[src/rtl/hazard_detection_unit.sv]
// ---------------------------------------------------------------------------
// hazard_detection_unit
//
// Stall/flush controller for a 5-stage MIPS pipeline.
//
// It handles the hazards that operand forwarding cannot resolve:
//   - load-use
//   - branch operands compared in ID
//   - taken-branch flush
//   - data-memory wait states
//
// A small FSM tracks memory wait states and raises a sticky timeout. A
// saturating counter records how many cycles the PC was held.
//
// Ports:
//   clk, rst            clock and synchronous active-high reset
//   rs_IF_ID, rt_IF_ID  source registers of the instruction in ID
//   uses_rt_IF_ID       the ID instruction reads rt as a source
//   Branch_ID           the ID instruction is a branch
//   BranchTaken_ID      branch comparison result in ID
//   rt_ID_EX            load destination of the EX instruction
//   rd_ID_EX            ALU destination of the EX instruction
//   MemRead_ID_EX       the EX instruction is a load
//   RegWrite_ID_EX      the EX instruction writes a register
//   rd_EX_MEM           destination of the MEM instruction
//   MemRead_EX_MEM      the MEM instruction is a load
//   mem_busy            data memory not ready this cycle
//   stall_count_clr     clear stall_count
//   PCWrite             PC update enable
//   IF_ID_Write         IF_ID register enable
//   ID_EX_Bubble        zero the ID_EX control fields
//   IF_ID_Flush         replace the IF_ID contents with a NOP
//   pipe_freeze         hold ID_EX, EX_MEM and MEM_WB
//   mem_timeout         sticky memory timeout flag (registered)
//   stall_count         saturating count of cycles with PCWrite=0 (registered)
// ---------------------------------------------------------------------------
module hazard_detection_unit #(
  parameter int MEM_TIMEOUT = 255,
  parameter int STALL_CNT_W = 16
) (
  input  logic                   clk,
  input  logic                   rst,
  input  logic [4:0]             rs_IF_ID,
  input  logic [4:0]             rt_IF_ID,
  input  logic                   uses_rt_IF_ID,
  input  logic                   Branch_ID,
  input  logic                   BranchTaken_ID,
  input  logic [4:0]             rt_ID_EX,
  input  logic [4:0]             rd_ID_EX,
  input  logic                   MemRead_ID_EX,
  input  logic                   RegWrite_ID_EX,
  input  logic [4:0]             rd_EX_MEM,
  input  logic                   MemRead_EX_MEM,
  input  logic                   mem_busy,
  input  logic                   stall_count_clr,
  output logic                   PCWrite,
  output logic                   IF_ID_Write,
  output logic                   ID_EX_Bubble,
  output logic                   IF_ID_Flush,
  output logic                   pipe_freeze,
  output logic                   mem_timeout,
  output logic [STALL_CNT_W-1:0] stall_count
);

  localparam int WAIT_W = $clog2(MEM_TIMEOUT + 1);
  localparam logic [WAIT_W-1:0] WAIT_LAST = WAIT_W'(MEM_TIMEOUT - 1);
  localparam logic [WAIT_W-1:0] WAIT_ONE  = WAIT_W'(1);
  localparam logic [STALL_CNT_W-1:0] CNT_MAX = '1;

  localparam logic [1:0] ST_RUN      = 2'd0;
  localparam logic [1:0] ST_MEM_WAIT = 2'd1;
  localparam logic [1:0] ST_TIMEOUT  = 2'd2;

  logic [1:0]             state_reg, state_next;
  logic [WAIT_W-1:0]      wait_cnt_reg, wait_cnt_next;
  logic                   mem_timeout_reg, mem_timeout_next;
  logic [STALL_CNT_W-1:0] stall_count_reg, stall_count_next;

  logic lu, br_alu, br_ld, stall, freeze;

  // Register 0 is hard-wired to zero, so a dependency on it is never a hazard.
  function automatic logic reg_dep(input logic [4:0] dst, input logic [4:0] src);
    return (src != 5'd0) && (dst == src);
  endfunction

  assign lu = MemRead_ID_EX &
              (reg_dep(rt_ID_EX, rs_IF_ID) |
               (uses_rt_IF_ID & reg_dep(rt_ID_EX, rt_IF_ID)));

  // A load in EX is already covered by lu. It must not double up as an ALU
  // dependency here, because its data only arrives after MEM.
  assign br_alu = Branch_ID & RegWrite_ID_EX & ~MemRead_ID_EX &
                  (reg_dep(rd_ID_EX, rs_IF_ID) | reg_dep(rd_ID_EX, rt_IF_ID));

  assign br_ld = Branch_ID & MemRead_EX_MEM &
                 (reg_dep(rd_EX_MEM, rs_IF_ID) | reg_dep(rd_EX_MEM, rt_IF_ID));

  assign stall = lu | br_alu | br_ld;

  // Freeze tracks mem_busy directly, so it drops in the same cycle that the
  // memory becomes ready. TIMEOUT freezes unconditionally.
  always_comb begin
    freeze = 1'b0;
    case (state_reg)
      ST_RUN, ST_MEM_WAIT: freeze = mem_busy;
      ST_TIMEOUT:          freeze = 1'b1;
      default:             freeze = mem_busy;
    endcase
  end

  // Pipeline control outputs. Priority is freeze, then stall, then taken
  // branch. A stalled taken branch is therefore only flushed once the stall
  // clears.
  always_comb begin
    PCWrite      = 1'b1;
    IF_ID_Write  = 1'b1;
    ID_EX_Bubble = 1'b0;
    IF_ID_Flush  = 1'b0;
    pipe_freeze  = 1'b0;
    if (!rst) begin
      if (freeze) begin
        PCWrite     = 1'b0;
        IF_ID_Write = 1'b0;
        pipe_freeze = 1'b1;
      end else if (stall) begin
        PCWrite      = 1'b0;
        IF_ID_Write  = 1'b0;
        ID_EX_Bubble = 1'b1;
      end else if (Branch_ID && BranchTaken_ID) begin
        IF_ID_Flush = 1'b1;
      end
    end
  end

  // Memory-wait FSM. wait_cnt holds the number of consecutive busy cycles
  // already seen.
  always_comb begin
    state_next       = state_reg;
    wait_cnt_next    = wait_cnt_reg;
    mem_timeout_next = mem_timeout_reg;
    case (state_reg)
      ST_RUN: begin
        if (mem_busy) begin
          state_next    = ST_MEM_WAIT;
          wait_cnt_next = WAIT_ONE;
        end
      end
      ST_MEM_WAIT: begin
        if (!mem_busy) begin
          state_next    = ST_RUN;
          wait_cnt_next = '0;
        end else if (wait_cnt_reg == WAIT_LAST) begin
          state_next       = ST_TIMEOUT;
          mem_timeout_next = 1'b1;
        end else begin
          wait_cnt_next = wait_cnt_reg + WAIT_ONE;
        end
      end
      ST_TIMEOUT: begin
        // Only reset leaves this state.
        state_next = ST_TIMEOUT;
      end
      default: begin
        state_next    = ST_RUN;
        wait_cnt_next = '0;
      end
    endcase
  end

  // The clear request wins over the increment. The count saturates at all-ones.
  always_comb begin
    stall_count_next = stall_count_reg;
    if (stall_count_clr) begin
      stall_count_next = '0;
    end else if (!PCWrite && (stall_count_reg != CNT_MAX)) begin
      stall_count_next = stall_count_reg + 1'b1;
    end
  end

  always_ff @(posedge clk) begin
    if (rst) begin
      state_reg       <= ST_RUN;
      wait_cnt_reg    <= '0;
      mem_timeout_reg <= 1'b0;
      stall_count_reg <= '0;
    end else begin
      state_reg       <= state_next;
      wait_cnt_reg    <= wait_cnt_next;
      mem_timeout_reg <= mem_timeout_next;
      stall_count_reg <= stall_count_next;
    end
  end

  assign mem_timeout = mem_timeout_reg;
  assign stall_count = stall_count_reg;

endmodule

[config.mk]
export PLATFORM = sky130hd
export DESIGN_NAME = hazard_detection_unit
export DESIGN_NICKNAME = d
export VERILOG_FILES = /design/src/rtl/hazard_detection_unit.sv
export SDC_FILE = /design/constraint.sdc
export NUM_CORES = 1
export LEC_CHECK = 0
export CORE_MARGIN = 8
export CORE_UTILIZATION = 63
export DETAILED_ROUTE_END_ITERATION = 6
export DONT_BUFFER_PORTS = 1
export GPL_TIMING_DRIVEN = 1
export PLACE_DENSITY = 0.79
export SKIP_LAST_GASP = 1
export SLEW_MARGIN = 20
export SYNTH_ARGS = -nofsm -noshare
export SYNTH_HDL_FRONTEND = slang
export SYNTH_SLANG_ARGS = --single-unit
[constraint.sdc]
create_clock -name clk -period 3.5 [get_ports clk]
set_input_delay 0.7 -clock clk [delete_from_list [all_inputs] [get_ports clk]]
set_output_delay 0.7 -clock clk [all_outputs]
set_load 0.01 [all_outputs]
==> results.toml <==
[sta]
finalCriticalPeriod_ns = 3.080
post-route-period-util = 0.8799
setup_viol = 0
maxClockFrequency_ghz = 0.3247
fin_setup_tns_ns = 0
hold_violations = 0
worst_pin_slew_ns = 0.9048
relSlewSlack = 0.3921
maxSlewViolCount = 0
rsz0062_at_grt = "false"
finClkSkew_ns = 0.01289

[status]
status = "completed"

[detailed_routing]
drt_iter0_drc = 99
drc_errors = 0
routed_wl_mm = 4.333
num_vias = 1643
wl_per_cell_um = 17.19
ant_nets = 0
viasPerCell = 6.520
first_pass_iters = 4

[clock_network]
ctsResizeCount = 0
cts_tree = "done"
clockRootBuffer = "clkbuf_4"
path_clk_slew_ns = 0.13
cts_hold_buf = 0
cts_buffer_depth = 2
clock-sinks = 27
post-cts-setup-buffers = 0
htree_levels = 1
cts_made_buffers = 3
clkLatencyLatePin_ns = 0.33

[logic_synthesis]
syn_area_per_cell_um2 = 8.371
ys_top_cells_by_area = "dfxtp_1, xnor2_1, xor2_1, or3_1, nand2_1"
yosys_warnings = 0
ys_types = 41
yosysMostFrequentCell = "dfxtp_1"
ys_async_sr_fraction = 0
synth_edf_count = 0
synth_ff_type = "dfxtp_1"
postSynthCellCount = 223
synth_area_um2 = 1867
synth_top_area_frac = 0.2895
synth_nets = 261
ys_ff_latch = 27
ys_top_cells_by_count = "dfxtp_1, nand2_1, xnor2_1, xor2_1, or3_1"
yosys.area.top_type = "dfxtp_1"
synth_seq_area_share = 0.2895

[setup_path]
cp.arrival_ns = 2.38
cp-end-kind = "output pin"
crit_slowest_cell = "or4_1"
slowest_delay_ns = 0.54
required_ns = 2.80
worstPathMaxFanout = 4
start_kind = "primary input"
critical_path_class = "in -> out"
crit_chain = "or4_1 -> or2_1 -> nand4_1 -> a211oi_2 -> nor2_1 -> nand2_1 -> nor4_1"

[global_routing]
grt_max_degree = 30
grt_pass1_vias = 1616
antenna_found_initial = 0
grtUsageTotal = 0.1739
grt.overflow.total = 0
grt_pass1_wl_mm = 7.438

[floorplanning]
io_pins = 57
die_x_um = 70.44
die_h_um = 70.44
core-area_um2 = 2781
rows = 19
fp.dieArea_um2 = 4961
initial_core_util = 0.6712

[final_layout]
nets = 260
multiInputGateArea_um2 = 1250
n_fill_cell = 252
largest_register_ffs = 16
n_antenna_cell = 0
areaGrowthSynthToFinish_pct = 0.8715
drive_gt1_frac = 0.1176
final-seq-area_um2 = 540.5
fin_util = 0.6770

[power_and_ir_drop]
powerDensity_nw_per_um2 = 276.3
leakage_nw = 0.5888
ir_worst_vdd_mv = 0.2536

[placed_design]
port_buffers = 0
gp_congestion = 0.8334
dp_hpwl_mm = 3.450

[job]
maxCapViolations = 0

[worst_hold_path]
min_path_type = "in -> reg"
-- worst max-delay path: cells and delay by family --
kind	cells	cell delay, ns
compound gates	1	0.10
simple gates	6	1.57
-- through the flow --
stage / instances / power [mW] / cell area (µm²) / hold WS (ns) / setup slack, ns
finish: 252 / 0.5202 / 1883 / 0.4306 / 0.4202
global route: 252 / 0.5439 / 1883 / 0.4082 / 0.3048
CTS: 252 / 0.5251 / 1883 / 0.4169 / 0.3973
detailed placement: 248 / 0.3914 / 1856 / 0.4876 / 0.4015
global placement: 248 / 0.3894 / 1856 / 0.4679 / 0.4485
floorplan: 223 / 0.3893 / 1867 / 0.4584 / 0.3804
-- per-layer routing --
layer	GRT usage	part of all wire
met4	0.05134	0.015
met1	0.2030	0.41
met5	0	0
met3	0.04096	0.054
met2	0.3038	0.52
-- area by class of cell --
cell class,count,area share
multi-input cells,184,0.6638
flip-flops and latches,27,0.2870
repair buffers,1,0.003987
clock inverters,1,0.002658
well taps,31,0.02060
inverters,5,0.009967
clock buffers,3,0.01196
-- report_power, final --
part / total [mW] / internal, mW / switching (mW)
clock network: 0.136 / 0.0430 / 0.0927
logic: 0.0715 / 0.0346 / 0.0369
registers: 0.313 / 0.310 / 0.00333
-- final timing paths --
check             cells after the start         endpoint       startpoint  slack [ns]
hold reg to reg                       2  wait_cnt_reg[7]  wait_cnt_reg[7]        0.51
setup reg to reg                      7  stall_count[15]   stall_count[0]        0.94
setup / recovery                      7      IF_ID_Flush      rs_IF_ID[1]        0.42
hold / removal                        1     state_reg[1]              rst        0.43
-- kinds of logic (layout without fill, tap and decap cells) --
kind of cell | Yosys count | count (layout) | share of synthesized area
flip-flops | 27 | 27 | 0.2895
adder cells (fa/ha/maj) | 3 | 3 | 0.02011
buffers and inverters | 12 | 10 | 0.04088
XOR/XNOR | 34 | 34 | 0.1595
AND/OR/NAND/NOR | 101 | 101 | 0.3157
AO/OA/AOI/OAI | 44 | 44 | 0.1635
multiplexers | 2 | 2 | 0.01072
-- cell usage in the layout (no fill, tap or decap), types with 3 or more instances in the layout --
| master | instances |
|---|---|
| o211ai_1 | 4 |
| nand3_1 | 6 |
| xnor2_1 | 18 |
| dfxtp_1 | 27 |
| clkbuf_4 | 3 |
| o21ai_2 | 3 |
| o31ai_1 | 4 |
| a21oi_1 | 10 |
| o21ai_0 | 3 |
| nor4_1 | 3 |
| nand4_1 | 11 |
| ha_1 | 3 |
| nor3_1 | 5 |
| inv_1 | 5 |
| and3_1 | 3 |
| or4_1 | 9 |
| nor2_1 | 12 |
| nand2_1 | 21 |
| a21oi_2 | 8 |
| xor2_1 | 16 |
| or4b_2 | 6 |
| or3_1 | 13 |
| o21ai_1 | 5 |
(Power assumes the default switching activity.)
